[src/rtl/ahb_slave_arbiter.sv]
// ahb_slave_arbiter: per-slave round-robin arbiter for the AHB interconnect.
// It takes the per-master hreq bits from the address decoders and grants the
// slave to one master at a time. The grant is held until the burst ends.
// It also drives the address-phase and data-phase master indices for the
// slave-side muxes.
// Optional feature: define AHB_ARB_LOCK_EN to add the hlock_sel input. While
// hlock_sel is high, the current owner keeps the slave across bursts.
module ahb_slave_arbiter #(
  parameter int MASTER_NUM = 4,
  parameter int MIDX_W     = $clog2(MASTER_NUM)
) (
  input  logic                  hclk,
  input  logic                  hreset_n,
  input  logic [MASTER_NUM-1:0] hreq,
  input  logic [1:0]            htrans_sel,
  input  logic [2:0]            hburst_sel,
  input  logic                  hready_slv,
`ifdef AHB_ARB_LOCK_EN
  input  logic                  hlock_sel,
`endif
  output logic [MASTER_NUM-1:0] hgrant,
  output logic [MIDX_W-1:0]     hmaster_sel,
  output logic [MIDX_W-1:0]     hmaster_data,
  output logic                  hsel_slv
);

  localparam logic [1:0] TRANS_IDLE   = 2'b00;
  localparam logic [1:0] TRANS_NONSEQ = 2'b10;
  localparam logic [1:0] TRANS_SEQ    = 2'b11;

  localparam logic [2:0] BURST_SINGLE = 3'b000;
  localparam logic [2:0] BURST_INCR   = 3'b001;
  localparam logic [2:0] BURST_WRAP4  = 3'b010;
  localparam logic [2:0] BURST_INCR4  = 3'b011;
  localparam logic [2:0] BURST_WRAP8  = 3'b100;
  localparam logic [2:0] BURST_INCR8  = 3'b101;
  localparam logic [2:0] BURST_WRAP16 = 3'b110;
  localparam logic [2:0] BURST_INCR16 = 3'b111;

  typedef enum logic {
    ARB_IDLE = 1'b0,
    ARB_OWN  = 1'b1
  } arb_state_t;

  arb_state_t state_q, state_d;

  logic [MASTER_NUM-1:0] grant_d;
  logic [MIDX_W-1:0]     sel_d;
  logic [MIDX_W-1:0]     rr_q, rr_d;
  logic [4:0]            cnt_q, cnt_d;

  logic                  rr_found;
  logic [MIDX_W-1:0]     rr_winner;
  logic [MIDX_W-1:0]     rr_after;
  logic [MIDX_W:0]       cand;

  logic [4:0]            burst_len_m1;
  logic                  nonseq_acc;
  logic                  seq_acc;
  logic                  last_beat;
  logic                  owner_req;
  logic                  lock_hold;
  logic                  do_release;

`ifdef AHB_ARB_LOCK_EN
  assign lock_hold = hlock_sel;
`else
  assign lock_hold = 1'b0;
`endif

  assign owner_req  = |(hreq & hgrant);
  assign nonseq_acc = (state_q == ARB_OWN) && hready_slv && (htrans_sel == TRANS_NONSEQ);
  assign seq_acc    = (state_q == ARB_OWN) && hready_slv && (htrans_sel == TRANS_SEQ);

  // The last beat of a fixed-length burst is either a SINGLE NONSEQ or the
  // SEQ beat that arrives with one beat left on the counter.
  assign last_beat = (nonseq_acc && (hburst_sel == BURST_SINGLE)) ||
                     (seq_acc && (hburst_sel != BURST_INCR) &&
                      (hburst_sel != BURST_SINGLE) && (cnt_q == 5'd1));

  // A release is only acted on in accepted cycles, and never while the owner is locked.
  assign do_release = (state_q == ARB_OWN) && hready_slv && !lock_hold &&
                      ((htrans_sel == TRANS_IDLE) || !owner_req || last_beat);

  assign hsel_slv = (|hgrant) && htrans_sel[1];

  // Number of beats remaining after the first beat of a burst. INCR has no
  // fixed length, so it loads 0 and can never end on a count.
  always_comb begin
    burst_len_m1 = 5'd0;
    case (hburst_sel)
      BURST_SINGLE: burst_len_m1 = 5'd0;
      BURST_INCR:   burst_len_m1 = 5'd0;
      BURST_WRAP4:  burst_len_m1 = 5'd3;
      BURST_INCR4:  burst_len_m1 = 5'd3;
      BURST_WRAP8:  burst_len_m1 = 5'd7;
      BURST_INCR8:  burst_len_m1 = 5'd7;
      BURST_WRAP16: burst_len_m1 = 5'd15;
      BURST_INCR16: burst_len_m1 = 5'd15;
      default:      burst_len_m1 = 5'd0;
    endcase
  end

  // Round-robin search from the pointer. The previous owner sits last in this
  // order, so it only wins when no other master is requesting.
  always_comb begin
    rr_found  = 1'b0;
    rr_winner = '0;
    cand      = '0;
    for (int i = 0; i < MASTER_NUM; i++) begin
      cand = {1'b0, rr_q} + (MIDX_W+1)'(i);
      if (cand >= (MIDX_W+1)'(MASTER_NUM)) begin
        cand = cand - (MIDX_W+1)'(MASTER_NUM);
      end
      if (!rr_found && hreq[cand[MIDX_W-1:0]]) begin
        rr_found  = 1'b1;
        rr_winner = cand[MIDX_W-1:0];
      end
    end
    rr_after = (rr_winner == MIDX_W'(MASTER_NUM-1)) ? '0 : rr_winner + MIDX_W'(1);
  end

  // Next-state logic: this block updates the beat counter and makes the grant
  // and handover decisions.
  always_comb begin
    state_d = state_q;
    grant_d = hgrant;
    sel_d   = hmaster_sel;
    rr_d    = rr_q;
    cnt_d   = cnt_q;

    if (nonseq_acc) begin
      cnt_d = burst_len_m1;
    end else if (seq_acc && (cnt_q != 5'd0)) begin
      cnt_d = cnt_q - 5'd1;
    end

    case (state_q)
      ARB_IDLE: begin
        if (hready_slv && rr_found) begin
          state_d            = ARB_OWN;
          grant_d            = '0;
          grant_d[rr_winner] = 1'b1;
          sel_d              = rr_winner;
          rr_d               = rr_after;
        end
      end
      ARB_OWN: begin
        if (do_release) begin
          if (rr_found) begin
            grant_d            = '0;
            grant_d[rr_winner] = 1'b1;
            sel_d              = rr_winner;
            rr_d               = rr_after;
          end else begin
            state_d = ARB_IDLE;
            grant_d = '0;
          end
        end
      end
      default: begin
        state_d = ARB_IDLE;
        grant_d = '0;
      end
    endcase
  end

  // State registers. The data-phase index follows the address-phase index
  // on every accepted cycle.
  always_ff @(posedge hclk or negedge hreset_n) begin
    if (!hreset_n) begin
      state_q      <= ARB_IDLE;
      hgrant       <= '0;
      hmaster_sel  <= '0;
      hmaster_data <= '0;
      rr_q         <= '0;
      cnt_q        <= '0;
    end else begin
      state_q     <= state_d;
      hgrant      <= grant_d;
      hmaster_sel <= sel_d;
      rr_q        <= rr_d;
      cnt_q       <= cnt_d;
      if (hready_slv) begin
        hmaster_data <= hmaster_sel;
      end
    end
  end

endmodule

[config.mk]
export PLATFORM = sky130hd
export DESIGN_NAME = ahb_slave_arbiter
export DESIGN_NICKNAME = d
export VERILOG_FILES = /design/src/rtl/ahb_slave_arbiter.sv
export SDC_FILE = /design/constraint.sdc
export NUM_CORES = 1
export LEC_CHECK = 0
export BUFFER_PORTS_ARGS = -buffer_cell sky130_fd_sc_hd__buf_4
export CAP_MARGIN = 20
export CORE_UTILIZATION = 42
export DETAILED_ROUTE_END_ITERATION = 10
export PLACE_DENSITY = 0.73
export SKIP_CTS_REPAIR_TIMING = 1
export SLEW_MARGIN = 25
export SYNTH_ARGS = -nofsm -noshare
export SYNTH_HDL_FRONTEND = slang
export SYNTH_SLANG_ARGS = --single-unit
[constraint.sdc]
create_clock -name hclk -period 4 [get_ports hclk]
set_clock_uncertainty 0.2 [all_clocks]
set_input_delay 0.2 -clock hclk [delete_from_list [all_inputs] [get_ports hclk]]
set_output_delay 0.2 -clock hclk [all_outputs]
set_load 0.01 [all_outputs]
Word-level counts from Yosys, hierarchy flattened
Memory sizes are Yosys's and may differ from the RTL's.
Cells that the tools add are included.
{"block": "totals", "ff_bits": 16, "rom_bits": 32, "inputBits": 12, "output_inout_bits": 9, "word_cells": 108, "n_memories": 1}
{"name": "(no name shown)", "depth": 8, "word_bits": 4, "rd": 1, "rd_clocked_by_memory_dff": 0, "write_ports": 0, "line_no": "91", "source": "case (hburst_sel)"}
{"block": "op_classes", "addsub": 9, "order_cmp": 10, "eq_ne": 8, "muxes": 41, "bitwise": 2, "reduce_logical": 31}
{"operator": "2-bit two-way mux", "count": 15}
{"operator": "1-bit logical AND", "count": 15}
{"operator": "2-bit by 3-bit less-than comparator with 1-bit output (second input constant)", "count": 5}
{"operator": "1-bit two-way mux", "count": 12}
{"operator": "4-bit two-way mux", "count": 3}
{"operator": "5-bit two-way mux", "count": 2}
{"operator": "3-bit greater-or-equal comparator (second input constant)", "count": 3}
{"operator": "1-bit binary-select mux with 2-bit select", "count": 4}
{"operator": "2-bit one-hot mux with 2 select lines", "count": 2}
{"operator": "4-bit one-hot mux with 2 select lines", "count": 1}
{"operator": "4-bit OR reduction", "count": 2}
{"operator": "2-bit by 1-bit subtractor with 2-bit output (second input constant)", "count": 4}
{"operator": "2-bit by 2-bit adder with 3-bit output (second input constant)", "count": 2}
{"operator": "2-bit == test (second input constant)", "count": 3}
{"operator": "5-bit by 1-bit == test with 1-bit output (second input constant)", "count": 1}
{"operator": "5-bit nonzero test", "count": 1}
{"operator": "5-bit by 1-bit subtractor with 5-bit output (second input constant)", "count": 1}
{"operator": "4-bit AND", "count": 1}
{"operator": "1-bit logical NOT", "count": 4}
{"operator": "2-bit by 1-bit inequality test with 1-bit output (second input constant)", "count": 2}
{"operator": "2-bit by 1-bit adder with 3-bit output (second input constant)", "count": 1}
{"operator": "2-bit by 3-bit greater-or-equal comparator with 1-bit output (second input constant)", "count": 1}
{"operator": "3-bit logical NOT", "count": 1}
{"operator": "1-bit logical OR", "count": 3}
{"operator": "12 further kinds", "count": 12}

Logic depth before layout (Yosys ltp)
Gate-level depths: netlist (run 1).
{"block": "depth", "depth_word": 21, "depth_mapped": 7, "depth_no_buf": 7}

Worst setup path after synthesis (run 1)
No wires, ideal clock.
{"block": "synth_timing", "path_kind": "reg2reg", "from": "reg rr_q[1]", "to": "reg rr_q[1]", "setup_ns": 0.125, "t_arrival_ns": 1.549, "required_time_ns": 3.675, "slack_ns": 2.126, "path_stages_with_launch": 5, "path_buffers": 0, "synth_period_minus_slack_ns": 1.874, "path_cell_list": "dfrtp_1 -> and3_2 -> nor3_1 -> ha_1 -> mux2_4"}
{"block": "synth_between", "elab_chain_len": 19, "elab_cells_between_ends": 48, "cone_classes": "8 x add/sub; 4 x order compare; 3 x eq/ne; 25 x mux; 8 x reduce/logical"}
{"element": "start: declaration", "line_no": "49", "source": "logic [MIDX_W-1:0] rr_q, rr_d;"}
{"element": "start signal: assignment", "line_no": "182", "source": "rr_q <= rr_d;"}
{"element": "branches (longest 13 deep; another with 2-bit by 1-bit adder with 3-bit output)"}
{"element": "2-bit two-way mux *", "line_no": "115", "source": "if (!rr_found && hreq[cand[MIDX_W-1:0]]) begin"}
{"element": "via rr_winner[0]", "line_no": "53", "source": "logic [MIDX_W-1:0] rr_winner;"}
{"element": "2-bit by 1-bit adder with 2-bit output or 2-bit == test (tied branches)", "line_no": "120", "source": "rr_after = (rr_winner == MIDX_W'(MASTER_NUM-1)) ? '0 : rr_winner + MIDX_W'(1);"}
{"element": "2-bit two-way mux *", "line_no": "120"}
{"element": "via rr_after[1]", "line_no": "54", "source": "logic [MIDX_W-1:0] rr_after;"}
{"element": "2-bit two-way mux", "line_no": "150", "source": "if (rr_found) begin"}
{"element": "2-bit two-way mux", "line_no": "149", "source": "if (do_release) begin"}
{"element": "2-bit one-hot mux with 2 select lines *", "line_no": "138", "source": "case (state_q)"}
Mark *: on every way through the listed nets, which the timed path passes. The select of a mux whose other input is x is not followed.
A chain may end at the register's enable or synchronous reset.

Final worst setup path (run 1)
Same ends and word-level chain as after synthesis.

==> results of run 1 <==
## sequential cells by signal (all words and copies together) (netlist names)
register      count
state_q           1
hmaster_sel       2
cnt_q             5
hmaster_data      2
hgrant            4
rr_q              2
## layer usage
layer  GRT usage, %  vias to the layer above  wire length [um]
met1           23.6                      400              1060
met5              0                        -                 0
li1               -                      433                 -
met4           5.70                        0                17
met3           6.67                        2               106
met2           30.2                       21              1060
## metrics by stage
step | std cells | hold slack [ns]
after global placement | 149 | -0.128
after global routing | 155 | 0.0291
after floorplan | 103 | -0.296
after CTS | 153 | -0.461
final | 155 | 0.0144
after detailed placement | 149 | -0.127
## report_power, final
part	internal, W	total [W]	switching [W]
clock network	0.0000555	0.000109	0.0000533
registers	0.000236	0.000317	0.0000811
logic	0.000217	0.000407	0.000191
total	0.000508	0.000833	0.000325
## critical path: cells and delay by family (launching register included)
family | cells | cell delay [ns]
fa+ha+maj | 1 | 0.32
mux | 2 | 0.47
simple gates | 2 | 0.49
flops | 1 | 0.44
## logic make-up (layout without fill, tap and decap cells)
family | Yosys count | in the layout | share of synthesized area, %
AND/OR/NAND/NOR | 34 | 34 | 17.6
flip-flops | 16 | 16 | 37.2
multiplexers | 8 | 8 | 9.07
XOR/XNOR | 3 | 3 | 2.44
AO/OA/AOI/OAI | 27 | 27 | 22.1
adder cells (fa/ha/maj) | 7 | 7 | 8.14
buffers and inverters | 8 | 32 | 3.49
## cell type report
class | count | area [sq um] | area share [%]
multi-input combinational | 79 | 638 | 49.0
sequential | 16 | 400 | 30.7
timing repair buffer | 22 | 170 | 13.1
clock buffer | 4 | 36.3 | 2.79
tap | 28 | 35.0 | 2.69
inverter | 6 | 22.5 | 1.73
## worst max path at each step
| stage | from | end | slack [ns] | cells after the start |
|---|---|---|---|---|
| final | rr_q[1]$_DFFE_PN0P_ | rr_q[1]$_DFFE_PN0P_ | 1.97 | 5 |
| after global routing | rr_q[1]$_DFFE_PN0P_ | hgrant[2]$_DFFE_PN0P_ | 1.85 | 7 |
| after CTS | rr_q[1]$_DFFE_PN0P_ | rr_q[1]$_DFFE_PN0P_ | 1.96 | 5 |
| after detailed placement | rr_q[1]$_DFFE_PN0P_ | rr_q[1]$_DFFE_PN0P_ | 1.99 | 5 |
| after global placement | rr_q[1]$_DFFE_PN0P_ | rr_q[1]$_DFFE_PN0P_ | 2.06 | 4 |
| after floorplan | rr_q[1]$_DFFE_PN0P_ | rr_q[1]$_DFFE_PN0P_ | 2.13 | 4 |
## placed cells by master, fill, tap and decap left out, drive strengths merged, types with 4 or more instances in the layout
cell type / instances
a21oi: 4
buf: 20
clkbuf: 4
dfrtp: 16
ha: 7
inv: 6
mux2: 5
nand2: 5
nand3: 9
nor2: 7
o211ai: 6
o21ai: 6
==> reports/metrics.sh, run 1 <==
YOSYS_MOST_USED_DFF='dfrtp_1'
HOLD_PATH.CLASS='in2reg'
HTREE_NUM_LEVELS=1
DIEWIDTH_UM=52.6
POSTLAYOUTCOREUTIL_PCT=56.2
IO_BUFFER_COUNT=20
CORE-AREA_SQ_UM=2320
PERIOD_SHARE_PCT=50.8
CRIT_REQUIRED_NS=3.98
RSZ0062_AT_GRT='false'
TIGHTEST_SLEW_NS=0.517
POWER_DENSITY_nW_PER_UM2=639
SYNTH_AREA_PER_CELL_SQ_UM=10.4
CTS.PATH.MAX_BUFFERS=2
SYNTHESIS.YOSYS.WARNINGS=0
MAPPEDNETLISTAREA_SQ_UM=1080
NUMBER_OF_GLOBAL_ROUTE_VIAS_BEFORE_REPAIR=847
FILLCELLCOUNT=216
CELL_COUNT_OF_THE_WORST_HOLD_PATH=3
POSTSYNTHCELLCOUNT=103
HOLD_START='hburst_sel[1]'
ROOT_BUFFER='clkbuf_4'
SYNTH_TOP_AREA_SHARE_PCT=37.2
START_KIND='flip-flop'
SETUP_VIOLATIONS=0
PATH_CELLS='mux2i_1, nor2_1, nor3_1, ha_1, mux2_4'
DELAY_OF_THE_SLOWEST_CRITICAL_PATH_STAGE_NS=0.44
TIMING.FINAL.WS_SETUP_NS=1.97
ROUTEDWLPERCELL_UM=14.4
DIE_AREA_SQ_UM=2770
POSTROUTEANTENNANETS=0
CRIT_ARRIVAL_NS=2.01
DRC=0
PEAKVDDDROP_mV=0.383
WORSTPATHMAXFANOUT=6
ROUTABILITYCONGESTION=0.846
TIMING.REG2REG.SETUP_SLACK_NS=1.97
TIMING.RR.END='rr_q[1]$_DFFE_PN0P_'
DIE_Y_UM=52.6
ASYNC_FLOP_SHARE_PCT=100
CRIT_PATH_END_KIND='flip-flop'
TIMING.REG2REG.WORST_PATH_DEPTH=5
TIMING.MAX_CAP.VIOLATIONS=0
SETUP.WORST_PATH.CLASS='reg2reg'
FIN_CRIT_NS=2.03
STDCELL_AREA_SQ_UM=1300
MAX_CLOCK_FREQ_MHz=492
GRT_START_MAX_NET_PINS=17
SYNTHESIS.NETS=122
SYNTH-EDFF-COUNT=0
DETAIL_ROUTE.VIAS_PER_CELL=5.52
SYNTH.DISTINCT_CELLS=38
FINAL_MAX_SLEW_VIOL_COUNT=0
FINALWIRELENGTH_UM=2240
POSTPLACECELLAREA_SQ_UM=1250
CELLS_TAKING_THE_MOST_AREA_AFTER_SYNTHESIS='dfrtp_1 (37%), ha_1 (8.1%), nand3_1 (4.2%), mux2_4 (4.2%), o211ai_1 (3.5%)'
CTS-BUFFERS-INSERTED=3
NUM_VIAS=856
CRIT_SLOWEST_CELL='dfrtp_1'
GLOBALROUTETOTALUTIL_PCT=18.9
SYNTH_SEQ_AREA_SHARE_PCT=37.2
DPL.HPWL_UM=1720
INITIAL_CELL_DENSITY_OF_THE_CORE_PCT=46.4
STATIC-LEAKAGE-POWER_nW=0.579
GRT_ANTENNA_BEFORE_REPAIR=0
FIRST_ITER_VIOLATIONS=14
SYNTH_TOP_CELL_BY_AREA='dfrtp_1'
CLK_LATENCY_NS=0.30
POST-SYNTH-TOP-COUNT-CELL='dfrtp_1'
NET_COUNT_REPORTED_AT_FINISH=147
HOLD_PATH_END='cnt_q[3]$_DFFE_PN0P_'
OUTCOME='finished, final reports clean'
PLACEMENTROWS=17
SHARE_OF_FINAL_LAYOUT_STANDARD_CELLS_STRONGER_THAN_DRIVE_STRENGTH_1_PCT=31.5
SYNTH_TOP_CELLS_BY_COUNT='dfrtp_1 (16), nand3_1 (9), ha_1 (7), nor2_1 (7), inv_1 (6)'
HOLD_VIOL_FINAL=0
REGTOREGSTARTPOINT='rr_q[1]$_DFFE_PN0P_'
MAX_SLEW_MARGIN_PCT=65.3
TRITONCTS_CLOCK_TREE='built'
GLOBALROUTE.TOTALOVERFLOW=0
WORST_SETUP_HOLD_PATH_CLK_SLEW_NS=0.09
CTS_SINKS=16
IOPINCOUNT=21
FIRSTDRTPASSITERS=4
POSTSYNTHREGISTERBITS=16
SYNTHESIS_TO_FINISH_AREA_GROWTH_PCT=21.0
GRT_PASS1_WL_UM=3680
FIN_TNS_SETUP_NS=0
SETUP_SLACK_AFTER_PLACEMENT_NS=1.99
P_TOTAL_W=0.000833
N_ANTENNA_CELL=0
No activity file was read; power rests on OpenSTA's default activity.
==> inputs of run 2 (changes only) <==
--- a/config.mk
+++ b/config.mk
@@ -5,11 +5,12 @@
 export SDC_FILE = /design/constraint.sdc
 export NUM_CORES = 1
 export LEC_CHECK = 0
+export ABC_AREA = 1
 export BUFFER_PORTS_ARGS = -buffer_cell sky130_fd_sc_hd__buf_4
 export CAP_MARGIN = 20
 export CORE_UTILIZATION = 42
 export DETAILED_ROUTE_END_ITERATION = 10
-export PLACE_DENSITY = 0.73
+export PLACE_DENSITY = 0.72
 export SKIP_CTS_REPAIR_TIMING = 1
 export SLEW_MARGIN = 25
 export SYNTH_ARGS = -nofsm -noshare
==> constraint.sdc (replaced) <==
create_clock -name hclk -period 1.9 [get_ports hclk]
set_clock_uncertainty 0.2 [all_clocks]
set_input_delay 0.095 -clock hclk [delete_from_list [all_inputs] [get_ports hclk]]
set_output_delay 0.095 -clock hclk [all_outputs]
set_load 0.01 [all_outputs]
==> run 2 against run 1 <==
The run now ends with DRC, setup timing left. Setup slack got worse by 2.2 ns. Clock power increased by 110%. First-iteration DRC count increased to 3.5 times the previous value. Sequential share of layout area decreased by 9.2 points. Maximum frequency decreased by 4.2%. Critical path type unchanged.
==> reports/metrics.sh, run 2 <==
OUTCOME='finished with violations'
VIOLATIONS='DRC, setup timing'
SYNTH_TOP_CELL_BY_AREA='dfrtp_1'
GRT_START_MAX_NET_PINS=17
START_KIND='flip-flop'
GRT_ANTENNA_BEFORE_REPAIR=0
MET3WIRELENGTH_UM=123
GLOBALROUTETOTALUTIL_PCT=21.0
PLACEMENTROWS=19
LAYOUT_TOP_REGISTERS='cnt_q (5), hgrant (4)'
NET_COUNT_REPORTED_AT_FINISH=251
FINAL_COMMON_CELL='nand2_1'
HOLD_PATH.CLASS='in2reg'
WORST_SETUP_HOLD_PATH_CLK_SLEW_NS=0.10
TRITONCTS_CLOCK_TREE='built'
SYNTH_AREA_PER_CELL_SQ_UM=7.31
SYNTHESIS_TO_FINISH_AREA_GROWTH_PCT=42.0
FIRSTDRTPASSITERS=7
FIRST_ITER_VIOLATIONS=49
FINALWIRELENGTH_UM=3360
SYNTH_TOP_CELLS_BY_COUNT='nand2_1 (61), inv_1 (21), nand3_1 (17)'
INITIAL_CELL_DENSITY_OF_THE_CORE_PCT=46.1
POSTPLACECELLAREA_SQ_UM=1590
CTS_SINKS=16
GRT_PASS1_WL_UM=5430
NUMBER_OF_GLOBAL_ROUTE_VIAS_BEFORE_REPAIR=1299
SETUP_VIOLATIONS=8
HOLDWS_NS=0.130
SYNTHESIS.YOSYS.WARNINGS=0
POSTSYNTHREGISTERBITS=16
RSZ0062_AT_GRT='true'
WORSTPATHMAXFANOUT=7
CELL_COUNT_AFTER_PLACEMENT=242
SYNTH-EDFF-COUNT=0
IOPINCOUNT=21
WL_MET2_UM=1760
FLIP_FLOP_COUNT_OF_THE_LARGEST_REGISTER_ALL_COPIES_AND_WORDS_ADDED=5
POSTROUTEANTENNANETS=0
TOPROUTINGLAYERUSED='met4'
POSTSYNTHCELLCOUNT=180
ASYNC_FLOP_SHARE_PCT=100
TIMING.FINAL.WS_SETUP_NS=-0.219
SHARE_OF_FINAL_LAYOUT_STANDARD_CELLS_STRONGER_THAN_DRIVE_STRENGTH_1_PCT=42.4
YOSYS_MOST_USED_DFF='dfrtp_1'
POWER_DENSITY_nW_PER_UM2=1820
DIEWIDTH_UM=58.0
MOSTFREQUENTLAYOUTCELLS='nand2_1 (52), buf_4 (38), inv_1 (19), dfrtp_1 (14), nand2_2 (13)'
CRIT_REQUIRED_NS=1.88
CRIT_ARRIVAL_NS=2.10
SETUP.WORST_PATH.CLASS='reg2reg'
CTS.PATH.MAX_BUFFERS=2
LAYOUTNONFILLERINSTCOUNT=262
DIE_AREA_SQ_UM=3360
MAX_CLOCK_FREQ_MHz=472
TIGHTEST_SLEW_NS=0.657
FILLCELLCOUNT=246
ROUTABILITYCONGESTION=0.906
P_TOTAL_W=0.00341
ROUTEDWLPERCELL_UM=12.8
TIMING.MAX_CAP.VIOLATIONS=0
DRC=3
CORE-AREA_SQ_UM=2850
ROOT_BUFFER='clkbuf_4'
POST-SYNTH-TOP-COUNT-CELL='nand2_1'
STATIC-LEAKAGE-POWER_nW=1.01
MAPPEDNETLISTAREA_SQ_UM=1320
DPL.HPWL_UM=2410
ROUTE.LAYER.MET1.WL_UM=1440
CELLS_TAKING_THE_MOST_AREA_AFTER_SYNTHESIS='dfrtp_1 (30%), nand2_1 (17%), ha_1 (6.7%), nand3_1 (6.5%), inv_1 (6.0%)'
N_ANTENNA_CELL=0
CRIT_PATH_END_KIND='flip-flop'
FIN_CRIT_NS=2.12
GLOBALROUTE.TOTALOVERFLOW=0
PERIOD_SHARE_PCT=112
HOLD_VIOL_FINAL=0
SYNTHESIS.NETS=199
STDCELL_AREA_SQ_UM=1870
SYNTH_SEQ_AREA_SHARE_PCT=30.4
CTS-BUFFERS-INSERTED=3
DETAIL_ROUTE.VIAS_PER_CELL=5.10
FINAL_MAX_SLEW_VIOL_COUNT=0
DIE_Y_UM=58.0
MAX_SLEW_MARGIN_PCT=56.1
SYNTH_TOP_AREA_SHARE_PCT=30.4
REGISTERS.TOP_BY_FF_COUNT='cnt_q'
NUM_VIAS=1335
SYNTH.DISTINCT_CELLS=28
PEAKVDDDROP_mV=0.748
IO_BUFFER_COUNT=20
HTREE_NUM_LEVELS=1
CLK_LATENCY_NS=0.29
run 2: cell count changes after synthesis, moves of 4 or more:
cell,delta
nand2_1,+56
inv_1,+15
nand2_4,+4
o211ai_1,-4
nand3_1,+8
nand2_2,+10
inv_2,+5
run 2: cells by family (layout without fill, tap and decap cells):
group	after synthesis	after routing	share of synthesized area [%]
and+or+nand+nor	110	110	44.7
buffers and inverters	28	79	8.94
AOI/OAI and AO/OA	17	17	7.60
DFF	16	16	30.4
adders and majority gates	7	7	6.65
muxes	2	2	1.71
run 2: critical path, cell delays in order (launching register included):
cell	delay [ns]
dfrtp_2	0.48
clkinv_4	0.13
nand2_4	0.11
nand2_4	0.05
o21ai_4	0.19
inv_2	0.08
nand3_1	0.11
nand3_2	0.10
nand2_2	0.11
inv_2	0.05
ha_1	0.27
nand2_1	0.07
o21ai_1	0.07
run 2: per-stage QoR:
step | setup slack [ns] | setup TNS [ns] | utilization [%]
6_report | -0.219 | -1.19 | 65.5
4_1_cts | -0.283 | -1.33 | 57.1
2_1_floorplan | 0.00899 | 0 | -
5_1_grt | -0.290 | -2.04 | 65.5
3_5_place_dp | -0.258 | -1.12 | 55.8
3_3_place_gp | -0.168 | -0.638 | 55.8
run 2: final timing paths:
kind	startpoint	end	slack [ns]	cells after the start
max in group asynchronous	hreset_n	rr_q[0]$_DFFE_PN0P_	0.35	3
worst min register to register	cnt_q[4]$_DFFE_PN0P_	cnt_q[4]$_DFFE_PN0P_	0.28	1
worst max register to register	rr_q[0]$_DFFE_PN0P_	rr_q[1]$_DFFE_PN0P_	-0.22	12
min in group asynchronous	hreset_n	hgrant[1]$_DFFE_PN0P_	0.49	3
worst min-delay path	htrans_sel[1]	cnt_q[3]$_DFFE_PN0P_	0.13	5
worst max-delay path	rr_q[0]$_DFFE_PN0P_	rr_q[1]$_DFFE_PN0P_	-0.22	12
run 2: layout make-up:
cell class              count  area (sq um)  area share (%)
multi-input cells         136           893            47.8
flip-flops and latches     16           403            21.6
repair buffers             48           389            20.8
inverters                  27           109            5.82
well taps                  31          38.8            2.07
clock buffers               4          36.3            1.94
run 2: metal layers:
metal,global-route usage (%),vias up
met5,0,-
met4,4.76,0
met3,5.13,4
met2,38.6,29
met1,24.7,627
li1,-,675
run 2: where the power goes:
group / internal, W / total [W] / switching [W]
combinational: 0.00114 / 0.00252 / 0.00138
clock: 0.000117 / 0.000230 / 0.000114
sequential: 0.000498 / 0.000652 / 0.000154
==> inputs of run 3 (changes only) <==
--- a/config.mk
+++ b/config.mk
@@ -10,9 +10,7 @@
 export CAP_MARGIN = 20
 export CORE_UTILIZATION = 42
 export DETAILED_ROUTE_END_ITERATION = 10
-export PLACE_DENSITY = 0.72
 export SKIP_CTS_REPAIR_TIMING = 1
-export SLEW_MARGIN = 25
 export SYNTH_ARGS = -nofsm -noshare
 export SYNTH_HDL_FRONTEND = slang
 export SYNTH_SLANG_ARGS = --single-unit
==> run 3 against run 2 <==
The flow finishes with violations (DRC, hold timing, setup timing). Clock power decreased by 20%. First-iteration DRC count rose by 39%. Die area did not move. Worst hold slack got worse by 0.15 ns. Via count is 0.52% lower. Setup slack gained 0.0069 ns. Count of clock-buffer cells in the layout is 1 lower. Flip-flop and latch count stayed put. Combinational power increased by 8.3%. Global-route usage shrank 1.7 points. Cell area grew 1.7%. Largest power group unchanged. Highest routed layer unchanged.
==> reports/metrics.sh, run 3 (synthesis gave the netlist of run 2 again) <==
CRIT_ARRIVAL_NS=2.11
CTS_SINKS=16
SETUP_VIOLATIONS=8
IOPINCOUNT=21
HOLD_VIOL_FINAL=8
REGTOREGSTARTPOINT='rr_q[0]$_DFFE_PN0P_'
VIOLATIONS='DRC, hold timing, setup timing'
CRIT_PATH_END_KIND='flip-flop'
GLOBALROUTETOTALUTIL_PCT=19.3
TIGHTEST_SLEW_NS=0.273
TIMING.MAX_CAP.VIOLATIONS=0
PLACEMENTROWS=19
RSZ0062_AT_GRT='true'
POSTROUTEANTENNANETS=0
NUM_VIAS=1328
CTS.PATH.MAX_BUFFERS=2
ROUTEDWLPERCELL_UM=13.1
N_ANTENNA_CELL=0
HOLDWS_NS=-0.0184
LAYOUT_TOP_REGISTERS='cnt_q (5), hgrant (4)'
TIMING.FINAL.WS_SETUP_NS=-0.213
P_TOTAL_W=0.00358
IO_BUFFER_COUNT=20
OUTCOME='finished with violations'
PATH_CELLS='clkinv_4, nand2_4, nand2_4, o21ai_4, inv_2, nand3_2, nand3_2, nand2_2, inv_2, ha_4, nand2_1, inv_1, nand2_1, nand2_1'
SWITCHING_POWER_W=0.00179
MAX_CLOCK_FREQ_MHz=473
REGISTERS.TOP_BY_FF_COUNT='cnt_q'
STATIC-LEAKAGE-POWER_nW=0.997
START_KIND='flip-flop'
NET_COUNT_REPORTED_AT_FINISH=250
CRITICAL_PATH.MOST_COMMON_CELL='nand2_1'
SYNTHESIS_TO_FINISH_AREA_GROWTH_PCT=44.5
GRT_PASS1_WL_UM=5060
FLIP_FLOP_COUNT_OF_THE_LARGEST_REGISTER_ALL_COPIES_AND_WORDS_ADDED=5
SETUP.WORST_PATH.CLASS='reg2reg'
POWER_DENSITY_nW_PER_UM2=1880
GRT_ANTENNA_BEFORE_REPAIR=0
P_COMB_SHARE_PCT=76.4
TRITONCTS_CLOCK_TREE='built'
CLK_LATENCY_NS=0.30
WORST_SETUP_HOLD_PATH_CLK_SLEW_NS=0.10
NUMBER_OF_GLOBAL_ROUTE_VIAS_BEFORE_REPAIR=1192
PEAKVDDDROP_mV=0.837
POWER_REPORT.INTERNAL_TOTAL_W=0.00179
INITIAL_CELL_DENSITY_OF_THE_CORE_PCT=46.1
DIEWIDTH_UM=58.0
HTREE_NUM_LEVELS=1
FINAL_COMMON_CELL='nand2_1'
FIRSTDRTPASSITERS=7
CTS-BUFFERS-INSERTED=3
TIMING.REG2REG.SETUP_SLACK_NS=-0.21
P_CLK_SHARE_PCT=5.2
HOLD_PATH.CLASS='in2async'
FINAL_MAX_SLEW_VIOL_COUNT=0
DETAIL_ROUTE.VIAS_PER_CELL=5.11
DIE_Y_UM=58.0
SEQ_POWER_SHARE_PCT=18.5
DIE_AREA_SQ_UM=3360
PERIOD_SHARE_PCT=111
GRT_START_MAX_NET_PINS=17
MOSTFREQUENTLAYOUTCELLS='nand2_1 (50), buf_4 (37), inv_1 (17), nand2_2 (15), dfrtp_1 (14)'
POWER.SWITCHING_FRACTION_PCT=50.0
FIRST_ITER_VIOLATIONS=68
DRC=2
TIMING.RR.END='hgrant[3]$_DFFE_PN0P_'
ROOT_BUFFER='clkbuf_4'
FIN_CRIT_NS=2.11
ROUTABILITYCONGESTION=0.803
GLOBALROUTE.TOTALOVERFLOW=0
FINALWIRELENGTH_UM=3410
SHARE_OF_FINAL_LAYOUT_STANDARD_CELLS_STRONGER_THAN_DRIVE_STRENGTH_1_PCT=45.9
DPL.HPWL_UM=2360
TIMING.REG2REG.WORST_PATH_DEPTH=14
CRIT_REQUIRED_NS=1.90
DELAY_OF_THE_SLOWEST_CRITICAL_PATH_STAGE_NS=0.48
CORE-AREA_SQ_UM=2850
WORSTPATHMAXFANOUT=7
CRIT_SLOWEST_CELL='dfrtp_2'
MAX_SLEW_MARGIN_PCT=81.7
-- run 3: changes by cell type in the layout (fill, tap and decap cells not counted), sizes merged --
| cell | change |
|---|---|
| buf | -1 |
| clkbuf | -1 |
-- run 3: worst max path at each step --
stage	start	end	slack, ns
2_1_floorplan	rr_q[0]$_DFFE_PN0P_	rr_q[1]$_DFFE_PN0P_	0.009
4_1_cts	rr_q[0]$_DFFE_PN0P_	rr_q[1]$_DFFE_PN0P_	-0.29
5_1_grt	rr_q[0]$_DFFE_PN0P_	hgrant[2]$_DFFE_PN0P_	-0.31
3_5_place_dp	rr_q[0]$_DFFE_PN0P_	rr_q[1]$_DFFE_PN0P_	-0.26
6_report	rr_q[0]$_DFFE_PN0P_	hgrant[3]$_DFFE_PN0P_	-0.21
3_3_place_gp	rr_q[0]$_DFFE_PN0P_	rr_q[1]$_DFFE_PN0P_	-0.21
-- run 3: final cells by class --
class	count	area (sq um)
clock buffers	3	22.5
flip-flops and latches	16	403
inverters	27	109
repair buffers	47	382
well taps	31	38.8
multi-input cells	136	947
fillers	249	951
-- run 3: metrics by stage --
stage / cell area [sq um] / util [%] / setup WS, ns / setup TNS, ns / instances
detailed placement: 1600 / 56.1 / -0.255 / -0.977 / 243
global placement: 1600 / 56.1 / -0.205 / -0.738 / 243
global route: 1900 / 66.7 / -0.314 / -2.16 / 260
finish: 1900 / 66.7 / -0.213 / -1.25 / 260
CTS: 1620 / 56.8 / -0.289 / -1.18 / 246
floorplan: 1320 / - / 0.00899 / 0 / 180
-- run 3: worst max-delay path, delay by kind of cell, from the launching register on --
kind | cells | cell delay [ns]
AOI/OAI and AO/OA | 1 | 0.20
buffers and inverters | 4 | 0.36
adders and majority gates | 1 | 0.15
DFF | 1 | 0.48
and+or+nand+nor | 8 | 0.62
-- run 3: power groups by stage --
| stage | combinational, W | sequential (W) | clock (W) |
|---|---|---|---|
| 3_5_place_dp | 0.00205 | 0.000651 | 0 |
| 4_1_cts | 0.00206 | 0.000646 | 0.000191 |
| 3_3_place_gp | 0.00203 | 0.000642 | 0 |
| 6_report | 0.00273 | 0.000661 | 0.000185 |
| 5_1_grt | 0.00301 | 0.000679 | 0.000201 |
| 2_1_floorplan | 0.00141 | 0.000629 | 0 |
-- run 3: layer usage --
metal / wire [um] / part of all wire (%) / track usage, % / vias to the layer above
met3: 100 / 2.9 / 2.68 / 8
met5: 0 / 0 / 0 / -
met1: 1370 / 40 / 22.6 / 623
li1: - / - / - / 675
met2: 1880 / 55 / 36.6 / 22
met4: 61 / 1.8 / 5.10 / 0
